## src/rtl/reg_alu_sequencer_pkg.sv

```systemverilog
// Shared definitions for the register-file/ALU instruction sequencer:
// FSM state encodings, opcode/opext constants and instruction field positions.
package reg_alu_sequencer_pkg;

    typedef enum logic [2:0] {
        S_IDLE   = 3'd0,
        S_FETCH  = 3'd1,
        S_DECODE = 3'd2,
        S_EXEC   = 3'd3,
        S_WB     = 3'd4,
        S_PAUSE  = 3'd5,
        S_HALT   = 3'd6
    } state_t;

    // Instruction fields: [15:12] opcode, [11:8] Rdest, [7:4] opext, [3:0] Rsrc/Imm
    localparam int unsigned OPC_LSB  = 12;
    localparam int unsigned RD_LSB   = 8;
    localparam int unsigned EXT_LSB  = 4;
    localparam int unsigned RS_LSB   = 0;

    localparam logic [3:0] OP_RTYPE = 4'h0;
    localparam logic [3:0] OP_ADDI  = 4'h5;
    localparam logic [3:0] OP_CMPI  = 4'hB;
    localparam logic [3:0] EXT_ADD  = 4'h5;
    localparam logic [3:0] EXT_CMP  = 4'hB;

    localparam logic [15:0] HALT_WORD_DEFAULT = 16'hFFFF;

    // Compare instructions only update flags, never the register file
    function automatic logic is_cmp(input logic [3:0] opcode, input logic [3:0] opext);
        return ((opcode == OP_RTYPE) && (opext == EXT_CMP)) || (opcode == OP_CMPI);
    endfunction

endpackage

```

## src/rtl/reg_alu_instr_decode.sv

```systemverilog
// Combinational instruction decoder: splits the latched instruction into
// regfile addresses, ALU opcode, sign-extended immediate and write intent.
module reg_alu_instr_decode
    import reg_alu_sequencer_pkg::*;
(
    input  logic [15:0] instr,
    output logic [3:0]  ra,
    output logic [3:0]  rb,
    output logic [7:0]  alu_op,
    output logic [15:0] imm,
    output logic        imm_sel,
    output logic        writes_reg
);

    logic [3:0] opcode;
    logic [3:0] opext;

    // Field extraction and operand-select decode
    always_comb begin
        opcode     = instr[OPC_LSB +: 4];
        opext      = instr[EXT_LSB +: 4];
        ra         = instr[RD_LSB +: 4];
        rb         = instr[RS_LSB +: 4];
        alu_op     = {opcode, opext};
        imm        = {{12{instr[RS_LSB + 3]}}, instr[RS_LSB +: 4]};
        imm_sel    = (opcode != OP_RTYPE);
        writes_reg = !is_cmp(opcode, opext);
    end

endmodule

```

## src/rtl/reg_alu_sequencer.sv

```systemverilog
// Multi-cycle fetch/decode/execute/writeback controller driving the
// regfile + ALU datapath from an external instruction ROM.
module reg_alu_sequencer
    import reg_alu_sequencer_pkg::*;
#(
    parameter int unsigned PC_W      = 8,
    parameter int unsigned PROG_LEN  = 16,
    parameter logic [15:0] HALT_WORD = HALT_WORD_DEFAULT
) (
    input  logic            clk,
    input  logic            resetIN,
    input  logic            start,
    input  logic            step_mode,
    input  logic            step,
    output logic [PC_W-1:0] instr_addr,
    input  logic [15:0]     instr_data,
    output logic [3:0]      reg_ra,
    output logic [3:0]      reg_rb,
    output logic [7:0]      alu_op,
    output logic [15:0]     imm,
    output logic            imm_sel,
    output logic            reg_we,
    output logic [3:0]      reg_wa,
    output logic            flags_we,
    output logic            busy,
    output logic            done,
    output logic [PC_W-1:0] pc,
    output logic [2:0]      state_dbg
);

    // Compare is one bit wider than pc so PROG_LEN = 2^PC_W halts instead of wrapping
    localparam logic [PC_W:0] PROG_END = PROG_LEN[PC_W:0];

    state_t          state;
    logic [15:0]     instr_q;
    logic            writes_reg;
    logic [PC_W:0]   pc_inc_w;
    logic [PC_W-1:0] pc_inc;

    assign instr_addr = pc;
    assign state_dbg  = state;

    // Next program counter, wide form used for the end-of-program test
    always_comb begin
        pc_inc_w = {1'b0, pc} + {{PC_W{1'b0}}, 1'b1};
        pc_inc   = pc_inc_w[PC_W-1:0];
    end

    // Datapath controls come only from the latched instruction, never from instr_data
    reg_alu_instr_decode u_decode (
        .instr      (instr_q),
        .ra         (reg_ra),
        .rb         (reg_rb),
        .alu_op     (alu_op),
        .imm        (imm),
        .imm_sel    (imm_sel),
        .writes_reg (writes_reg)
    );

    // Sequencer FSM with pc, instruction register and registered strobes
    always_ff @(posedge clk) begin
        if (resetIN) begin
            state    <= S_IDLE;
            pc       <= '0;
            instr_q  <= '0;
            reg_we   <= 1'b0;
            reg_wa   <= '0;
            flags_we <= 1'b0;
            busy     <= 1'b0;
            done     <= 1'b0;
        end else begin
            reg_we   <= 1'b0;
            flags_we <= 1'b0;
            case (state)
                S_IDLE: begin
                    if (start) begin
                        pc    <= '0;
                        busy  <= 1'b1;
                        state <= S_FETCH;
                    end
                end
                S_FETCH: state <= S_DECODE;
                S_DECODE: begin
                    instr_q <= instr_data;
                    if (instr_data == HALT_WORD) begin
                        busy  <= 1'b0;
                        done  <= 1'b1;
                        state <= S_HALT;
                    end else begin
                        state <= S_EXEC;
                    end
                end
                S_EXEC: state <= S_WB;
                S_WB: begin
                    // Strobes are registered here so they appear the cycle after WB
                    flags_we <= 1'b1;
                    reg_we   <= writes_reg;
                    reg_wa   <= instr_q[RD_LSB +: 4];
                    pc       <= pc_inc;
                    if (pc_inc_w == PROG_END) begin
                        busy  <= 1'b0;
                        done  <= 1'b1;
                        state <= S_HALT;
                    end else if (step_mode) begin
                        state <= S_PAUSE;
                    end else begin
                        state <= S_FETCH;
                    end
                end
                S_PAUSE: begin
                    if (step || !step_mode) state <= S_FETCH;
                end
                S_HALT: begin
                    if (start) begin
                        pc    <= '0;
                        done  <= 1'b0;
                        busy  <= 1'b1;
                        state <= S_FETCH;
                    end
                end
                default: state <= S_IDLE;
            endcase
        end
    end

endmodule

```

## config.mk

```make
export PLATFORM = sky130hd
export DESIGN_NAME = reg_alu_sequencer
export DESIGN_NICKNAME = d
export VERILOG_FILES = /design/src/rtl/reg_alu_sequencer_pkg.sv /design/src/rtl/reg_alu_instr_decode.sv /design/src/rtl/reg_alu_sequencer.sv
export SDC_FILE = /design/constraint.sdc
export NUM_CORES = 1
export LEC_CHECK = 0
export ABC_AREA = 1
export BUFFER_PORTS_ARGS = -buffer_cell sky130_fd_sc_hd__buf_2
export CAP_MARGIN = 20
export CORE_UTILIZATION = 50
export CTS_CLUSTER_DIAMETER = 120
export CTS_CLUSTER_SIZE = 24
export DETAILED_ROUTE_END_ITERATION = 7
export GPL_ROUTABILITY_DRIVEN = 0
export GPL_TIMING_DRIVEN = 0
export PLACE_DENSITY = 0.84
export RECOVER_POWER = 100
export SYNTH_ARGS = -nofsm -noshare
export SYNTH_HDL_FRONTEND = slang
export SYNTH_SLANG_ARGS = --single-unit
```

## constraint.sdc

```tcl
create_clock -name clk -period 2.4 [get_ports clk]
set_input_delay 0.72 -clock clk [delete_from_list [all_inputs] [get_ports clk]]
set_output_delay 0.72 -clock clk [all_outputs]
set_load 0.005 [all_outputs]
```

# Word level (Yosys, flattened, before mapping)
# Index checks and enable logic that the tools add are counted.
totals:
  elab_cells: 59
  out_inout_bits: 60
  reg_bits: 35
op_classes:
  eq_ne: 15
  muxes: 17
  n_bitwise: 1
  reduce_logical: 17
  n_addsub: 1
ops:
  columns: ["operator", "n"]
  rows:
  - ["$pmux W3 S6", 1]
  - ["$eq A16 B16 Y1 const B", 1]
  - ["$pmux W8 S2", 1]
  - ["$mux W3", 5]
  - ["$add A8 B1 Y9 const B", 1]
  - ["$eq A3 B3 Y1 const B", 3]
  - ["$eq A9 B5 Y1 const B", 1]
  - ["$eq A4 B4 Y1 const B", 2]
  - ["$mux W8", 1]
  - ["$ne A2 B2 Y1 const B", 4]
  - ["$reduce_and A4 Y1", 2]
  - ["$mux W1", 7]
  - ["$eq A3 B2 Y1 const B", 2]
  - ["$pmux W1 S3", 2]
  - ["$reduce_bool A3 Y1", 2]
  - ["$logic_not A4 Y1", 1]
  - ["$reduce_and A2 Y1", 2]
  - ["$reduce_bool A4 Y1", 1]
  - ["$reduce_or A2 Y1", 2]
  - ["$eq A3 B1 Y1 const B", 1]
  - ["$logic_not A3 Y1", 1]
  - ["$logic_not A1 Y1", 2]
  - ["$logic_or A1 B1 Y1", 2]
  - ["$ne A2 B1 Y1 const B", 1]
  - ["other kinds (3)", 3]

# Longest topological paths before layout
# Gate-level depths: netlist of the first run.
depth:
  ltp_word: 4
  mapped_depth: 12

# Cells and area by module
# From an unflattened synthesis of the first run, not the netlist that was laid out.
unflattened:
  cells_unflattened: 280
  area_unflattened_um2: 1959.4
by_module_without_submodules:
  columns: ["module", "area_each_um2", "cells_each", "n_inst"]
  rows:
  - ["reg_alu_sequencer", 1672.9, 236, 1]
  - ["reg_alu_instr_decode", 286.5, 44, 1]

# Worst setup path before layout of the first run
# No wires, ideal clock.
synth_path:
  kind: "input -> register"
  from: "input instr_data[8]"
  to: "register done"
  required_ps: 2287
  path_stages: 6
  setup_ps: 113
  arrival_ps: 1495
  slack_ps: 792
  path_cell_list: "nand4_1 -> or2_2 -> o21ai_4 -> nand3_2 -> nor2_1 -> nor2_1"
synth_between:
  elab_chain_len: 3
synth_lines:
  columns: ["item", "line_no", "source"]
  rows:
  - ["from (decl)", "reg_alu_sequencer.sv:16", "input logic [15:0] instr_data,"]
  - ["$eq A16 B16 Y1", "reg_alu_sequencer.sv:85", "if (instr_data == HALT_WORD) begin"]
  - ["$ne A2 B2 Y1 (no source line)", null, null]
  - ["$reduce_and A4 Y1 (no source line)", null, null]
  - ["to (signal assigned)", "reg_alu_sequencer.sv:87", "done <= 1'b1;"]
  - ["to (signal assigned)", "reg_alu_sequencer.sv:102", "done <= 1'b1;"]
  - ["to (signal assigned)", "reg_alu_sequencer.sv:116", "done <= 1'b0;"]
  - ["to (decl)", "reg_alu_sequencer.sv:26", "output logic done,"]
# No other way between the ends.
# A chain may end at the register's enable or synchronous reset.

# Worst setup path after layout of the first run
layout_path:
  from: "register instr_q[3]"
  to: "output imm[14]"
layout_rtl:
  columns: ["item", "line_no", "source"]
  rows:
  - ["from (decl)", "reg_alu_sequencer.sv:35", "logic [15:0] instr_q;"]
  - ["from (signal assigned)", "reg_alu_sequencer.sv:84", "instr_q <= instr_data;"]
  - ["to (decl)", "reg_alu_sequencer.sv:20", "output logic [15:0] imm,"]
# No word-level cell between the ends.

==> flow_metrics.tcl, run 1 <==
set metrics [dict create \
    firstDrtPassIters 5 \
    detail-route-antenna-nets 0 \
    p_leak_nw 1.181 \
    cpMaxStageDelayCell "dfxtp_1" \
    ys_ff_latch 35 \
    rsz0062_at_grt "false" \
    power_density_mw_per_mm2 735.9 \
    crit_path_cell_trace "clkbuf_4, buf_2" \
    hold_viol 0 \
    fmax_mhz 516.3 \
    synthesis.nets 273 \
    die_w_um 62.43 \
    ir_drop_mv 0.4608 \
    synthCells 250 \
    multiInputGateArea_um2 772.0 \
    fin_nets 359 \
    route.vias.total 1915 \
    grt_overflow_total 0 \
    hp-class "reg -> reg" \
    start_util 0.5344 \
    whs_path_depth 2 \
    synth.yosys.seq_area_share 0.3838 \
    via_per_inst 5.000 \
    timing.final.max_slew_violations 0 \
    setup_tns_ps 0 \
    path_class "reg -> out" \
    max-cap-violations 0 \
    cts_resized 0 \
    register_area_um2 700.7 \
    cp_data_arrival_time_ps 1220 \
    end_kind "output port" \
    skew_ps 12.73 \
    cts_tree "built" \
    synthesis.area_mm2 0.001826 \
    cts_setup_buffers 0 \
    grt_pass1_vias 1661 \
    yosysUniqueCellTypes 30 \
    diodes 0 \
    finalCriticalPeriod_ps 1937 \
    cts_root_buffer "clkbuf_4" \
    clk_latency_ps 340 \
    slew_headroom 0.6920 \
    post_drt_wl_per_cell_um 11.12 \
    drt_iter0_drc 138 \
    die_area_mm2 0.003897 \
    outcome "complete, no violations" \
    cp_slowest_stage_delay_ps 570 \
    io_pins 81 \
    clockBufferDepth 2 \
    fillers 299 \
    numClockSinks 35 \
    drc 0 \
    drive_above_1_share 0.3442 \
    antenna_found_initial 0 \
    port_buffers 79 \
    avgSynthCellArea_um2 7.302 \
    holdBufCountCts 0 \
    final_core_util 0.6806 \
    dp_hpwl_um 3239 \
    clkTransAtPathRegs_ps 120 \
    htree_levels 2 \
    grt_max_degree 16 \
    period_share 0.8070 \
    worst_slew_pin_slew_ps 462.0 \
    worstSetupStartpointType "flip-flop" \
    ff2ff_path_depth 11 \
    syn_to_final_growth_pct 27.35 \
    die_y_um 62.43 \
    grt_pass1_wl_um 7024 \
    setup-violations-final 0 \
    totalWireLength_um 4259 \
    fp.coreArea_mm2 0.003416 \
    row_count 21 \
    cts_made_buffers 5 \
    critPathRequiredTime_ps 1680 \
    p_total_mw 1.711 \
    grt_usage 0.2217 \
    yosys_warnings 0 \
    cp_max_fo 15 \
]
## critical path, delay by kind of cell (launching register included)
| family | cells | cell delay [ps] |
|---|---|---|
| buffers and inverters | 2 | 310 |
| flip-flops | 1 | 570 |
## sequential cells by signal, summed over array words and instances, names as in the netlist
register / count
busy: 1
reg_we: 1
done: 1
instr_addr: 8
reg_wa: 4
state_dbg: 3
instr_q: 16
flags_we: 1
## layer usage
layer  share of wire  vias up  global-route usage
met5               0        -                   0
met4           0.013        0             0.08430
met3           0.069        6             0.05292
met2            0.46       75              0.3587
met1            0.46      868              0.2841
li1                -      966                   -
## report_power, final
| group | total (mW) | internal (mW) | switching [mW] | leakage [nW] |
|---|---|---|---|---|
| clock network | 0.446 | 0.225 | 0.222 | 0.0458 |
| logic | 0.531 | 0.254 | 0.277 | 0.850 |
| registers | 0.733 | 0.664 | 0.0690 | 0.285 |
## metrics by stage
stage	hold slack, ps	instance area [µm²]	cells	setup slack, ps
after floorplan	455.6	1826	250	792.4
after global placement	456.3	2278	375	503.7
after detailed placement	458.0	2278	375	497.4
after CTS	475.0	2364	383	446.4
after global routing	496.0	2325	383	295.3
final	469.2	2325	383	463.2
## area by class of cell
type | count | share of cell area
timing repair buffer | 79 | 0.1658
inverter | 31 | 0.05005
multi-input combinational | 153 | 0.3321
sequential | 35 | 0.3014
clock buffer | 5 | 0.01615
clock inverter | 3 | 0.02045
buffer | 31 | 0.08934
tap | 46 | 0.02476
## logic make-up (layout without fill, tap and decap cells)
group,Yosys count,count (layout),synth area share
fa+ha+maj,2,2,0.01371
simple gates,95,95,0.2550
flops,35,35,0.3838
buf+inv,62,149,0.1782
compound gates,56,56,0.1693
## cells in the mapped netlist
master,count,area [µm²]
a21oi_1,23,115.1
o21ai_4,1,16.27
nand2_2,4,25.02
buf_1,1,3.750
o32ai_1,1,8.760
inv_1,26,97.59
inv_2,5,18.77
nor2_2,3,18.77
o21bai_1,1,7.510
buf_4,24,180.2
nand2_1,31,116.4
nor2_4,4,45.04
o22ai_1,1,6.260
a31o_1,1,8.760
nand3_1,12,60.06
or2_2,2,12.51
nor3_1,2,10.01
buf_2,2,10.01
o21ai_1,4,20.02
ha_1,2,25.02
o21ai_0,22,110.1
nand4_1,7,43.79
nor4_1,1,6.260
a32o_1,1,10.01
nand3_2,2,20.02
a31oi_1,1,6.260
nor2_1,26,97.59
clkbuf_1,4,15.01
dfxtp_1,35,700.7
nor3_2,1,10.01
## cells in the final DEF (no fill, tap or decap), drive strengths merged, types with 2 or more instances in the layout
cell type	Yosys	final
buf	27	73
clkbuf	4	42
dfxtp	35	35
nand2	35	35
nor2	33	33
inv	31	32
o21ai	27	27
a21oi	23	23
nand3	14	14
nand4	7	7
nor3	3	3
or2	2	2
ha	2	2
## worst paths after layout
check                             startpoint           endpoint  slack (ps)
hold / removal             busy$_SDFFE_PP0P_  busy$_SDFFE_PP0P_         470
hold reg to reg            busy$_SDFFE_PP0P_  busy$_SDFFE_PP0P_         470
setup / recovery     instr_q[3]$_SDFFE_PP0P_            imm[14]         460
setup reg to reg  instr_addr[0]$_SDFFE_PP0P_  done$_SDFFE_PP0P_         550
(Power assumes the default switching activity.)
==> run 2, diff against run 1 <==
- CORE_UTILIZATION: 50 -> 47
- PLACE_DENSITY: 0.84 -> 0.8
- clock period: 2.4 -> 1.8 ns (I/O delays scaled with it)
==> flow_metrics.tcl, run 2 (synthesized netlist as in run 1, its figures left out) <==
set metrics [dict create \
    setup-violations-final 0 \
    grt_overflow_total 0 \
    die_y_um 64.32 \
    slew_headroom 0.6776 \
    cts_made_buffers 5 \
    power_density_mw_per_mm2 1054 \
    fin_ws_ps 108.9 \
    hold_viol 0 \
    path_class "reg -> out" \
    regMostFlops "instr_q" \
    firstDrtPassIters 4 \
    numClockSinks 35 \
    totalWireLength_um 4422 \
    antenna_found_initial 0 \
    row_count 22 \
    finalCriticalPeriod_ps 1691 \
    rsz0062_at_grt "false" \
    clockBufferDepth 2 \
    cp_data_arrival_time_ps 1150 \
    crit_path_cell_trace "buf_4, buf_2" \
    htree_levels 2 \
    period_share 0.9395 \
    via_per_inst 4.836 \
    grt_max_degree 16 \
    ir_drop_mv 0.7710 \
    post_drt_wl_per_cell_um 11.49 \
    layout_commonest_cell "buf_2" \
    fin_nets 359 \
    grt_pass1_wl_um 7431 \
    holdBufCountCts 0 \
    skew_ps 1.944 \
    clk_latency_ps 280 \
    cts_root_buffer "clkbuf_8" \
    io_pins 81 \
    route.vias.total 1862 \
    layout_common_cells "buf_2, dfxtp_1, nand2_1, inv_1, nor2_1" \
    stdcell_count 385 \
    clkTransAtPathRegs_ps 70 \
    cp_slowest_stage_delay_ps 580 \
    die_w_um 64.32 \
    fp.coreArea_mm2 0.003689 \
    cpMaxStageDelayCell "dfxtp_1" \
    pre_cts_slack_ps 81.87 \
    max-cap-violations 0 \
    setup_tns_ps 0 \
    grt_pass1_vias 1762 \
    start_util 0.4949 \
    dp_cells 377 \
    hp-class "reg -> reg" \
    largest_reg_flops 16 \
    p_leak_nw 1.214 \
    fmax_mhz 591.3 \
    dp_hpwl_um 3263 \
    end_kind "output port" \
    port_buffers 79 \
    grt_usage 0.2311 \
    timing.final.max_slew_violations 0 \
    cp_max_fo 15 \
    die_area_mm2 0.004137 \
    detail-route-antenna-nets 0 \
    drive_above_1_share 0.3680 \
    worst_slew_pin_slew_ps 483.6 \
    holdWs_ps 469.6 \
    path_buf_inv 2 \
    critPathRequiredTime_ps 1260 \
    fillers 349 \
    cp_top_family "flip-flops" \
    syn_to_final_growth_pct 31.39 \
    diodes 0 \
    cts_tree "built" \
    worstSetupStartpointType "flip-flop" \
    drt_iter0_drc 80 \
    outcome "complete, no violations" \
    drc 0 \
]
## run 2: cell types whose count changed in the layout (fill, tap and decap cells not counted), sizes merged
cell    change
clkbuf     -14
inv         -1
bufinv      +1
clkinv      -1
buf        +15
## run 2: worst paths after layout
path                            cells after the start                  endpoint                       from  slack [ps]
worst max-delay path                                2                    imm[4]    instr_q[3]$_SDFFE_PP0P_         110
worst min-delay path                                2    reg_wa[1]$_SDFFE_PP0P_    instr_q[9]$_SDFFE_PP0P_         470
worst max register to register                      6  instr_q[14]$_SDFFE_PP0P_  state_dbg[1]$_SDFFE_PP0P_         200
worst min register to register                      2    reg_wa[1]$_SDFFE_PP0P_    instr_q[9]$_SDFFE_PP0P_         470
## run 2: final cells by class
class / instances / area [µm²] / area share
clock buffers: 6 / 72.57 / 0.03026
well taps: 48 / 60.06 / 0.02504
flip-flops and latches: 35 / 703.2 / 0.2932
multi-input cells: 153 / 792.0 / 0.3302
clock inverters: 2 / 60.06 / 0.02504
inverters: 31 / 116.4 / 0.04851
repair buffers: 79 / 385.4 / 0.1607
plain buffers: 31 / 209.0 / 0.08712
## run 2: routing by layer
metal  global-route usage  vias to the layer above  wire length, µm
met2               0.3868                       65             2122
met1               0.2716                      822             1996
met5                    0                        -                0
li1                     -                      967                -
met3              0.06607                        8              238
met4               0.1028                        0               64
## run 2: worst reg2reg max path: cells and delay by family, from the launching register on
kind / cells / cell delay (ps)
AND/OR/NAND/NOR: 1 / 190
flip-flops: 1 / 470
AO/OA/AOI/OAI: 2 / 260
buffers and inverters: 3 / 550
## run 2: power breakdown
part | switching [mW] | internal, mW | leakage, nW
registers | 0.0961 | 0.886 | 0.286
clock network | 0.274 | 0.553 | 0.0654
logic | 0.370 | 0.347 | 0.863
## run 2: per-stage QoR
stage / power, mW / utilization / cell area, µm²
finish: 2.527 / 0.6503 / 2399
global route: 2.706 / 0.6503 / 2399
CTS: 2.555 / 0.6543 / 2414
detailed placement: 1.728 / 0.6184 / 2281
global placement: 1.713 / 0.6184 / 2281
floorplan: 1.432 / - / 1826
## run 2: what timing repair did
item	4_1_cts	5_1_grt
setup buffers	0	0
endpoints found under the setup margin	0	5
endpoints found under the hold margin	0	0
gates resized for setup	0	2
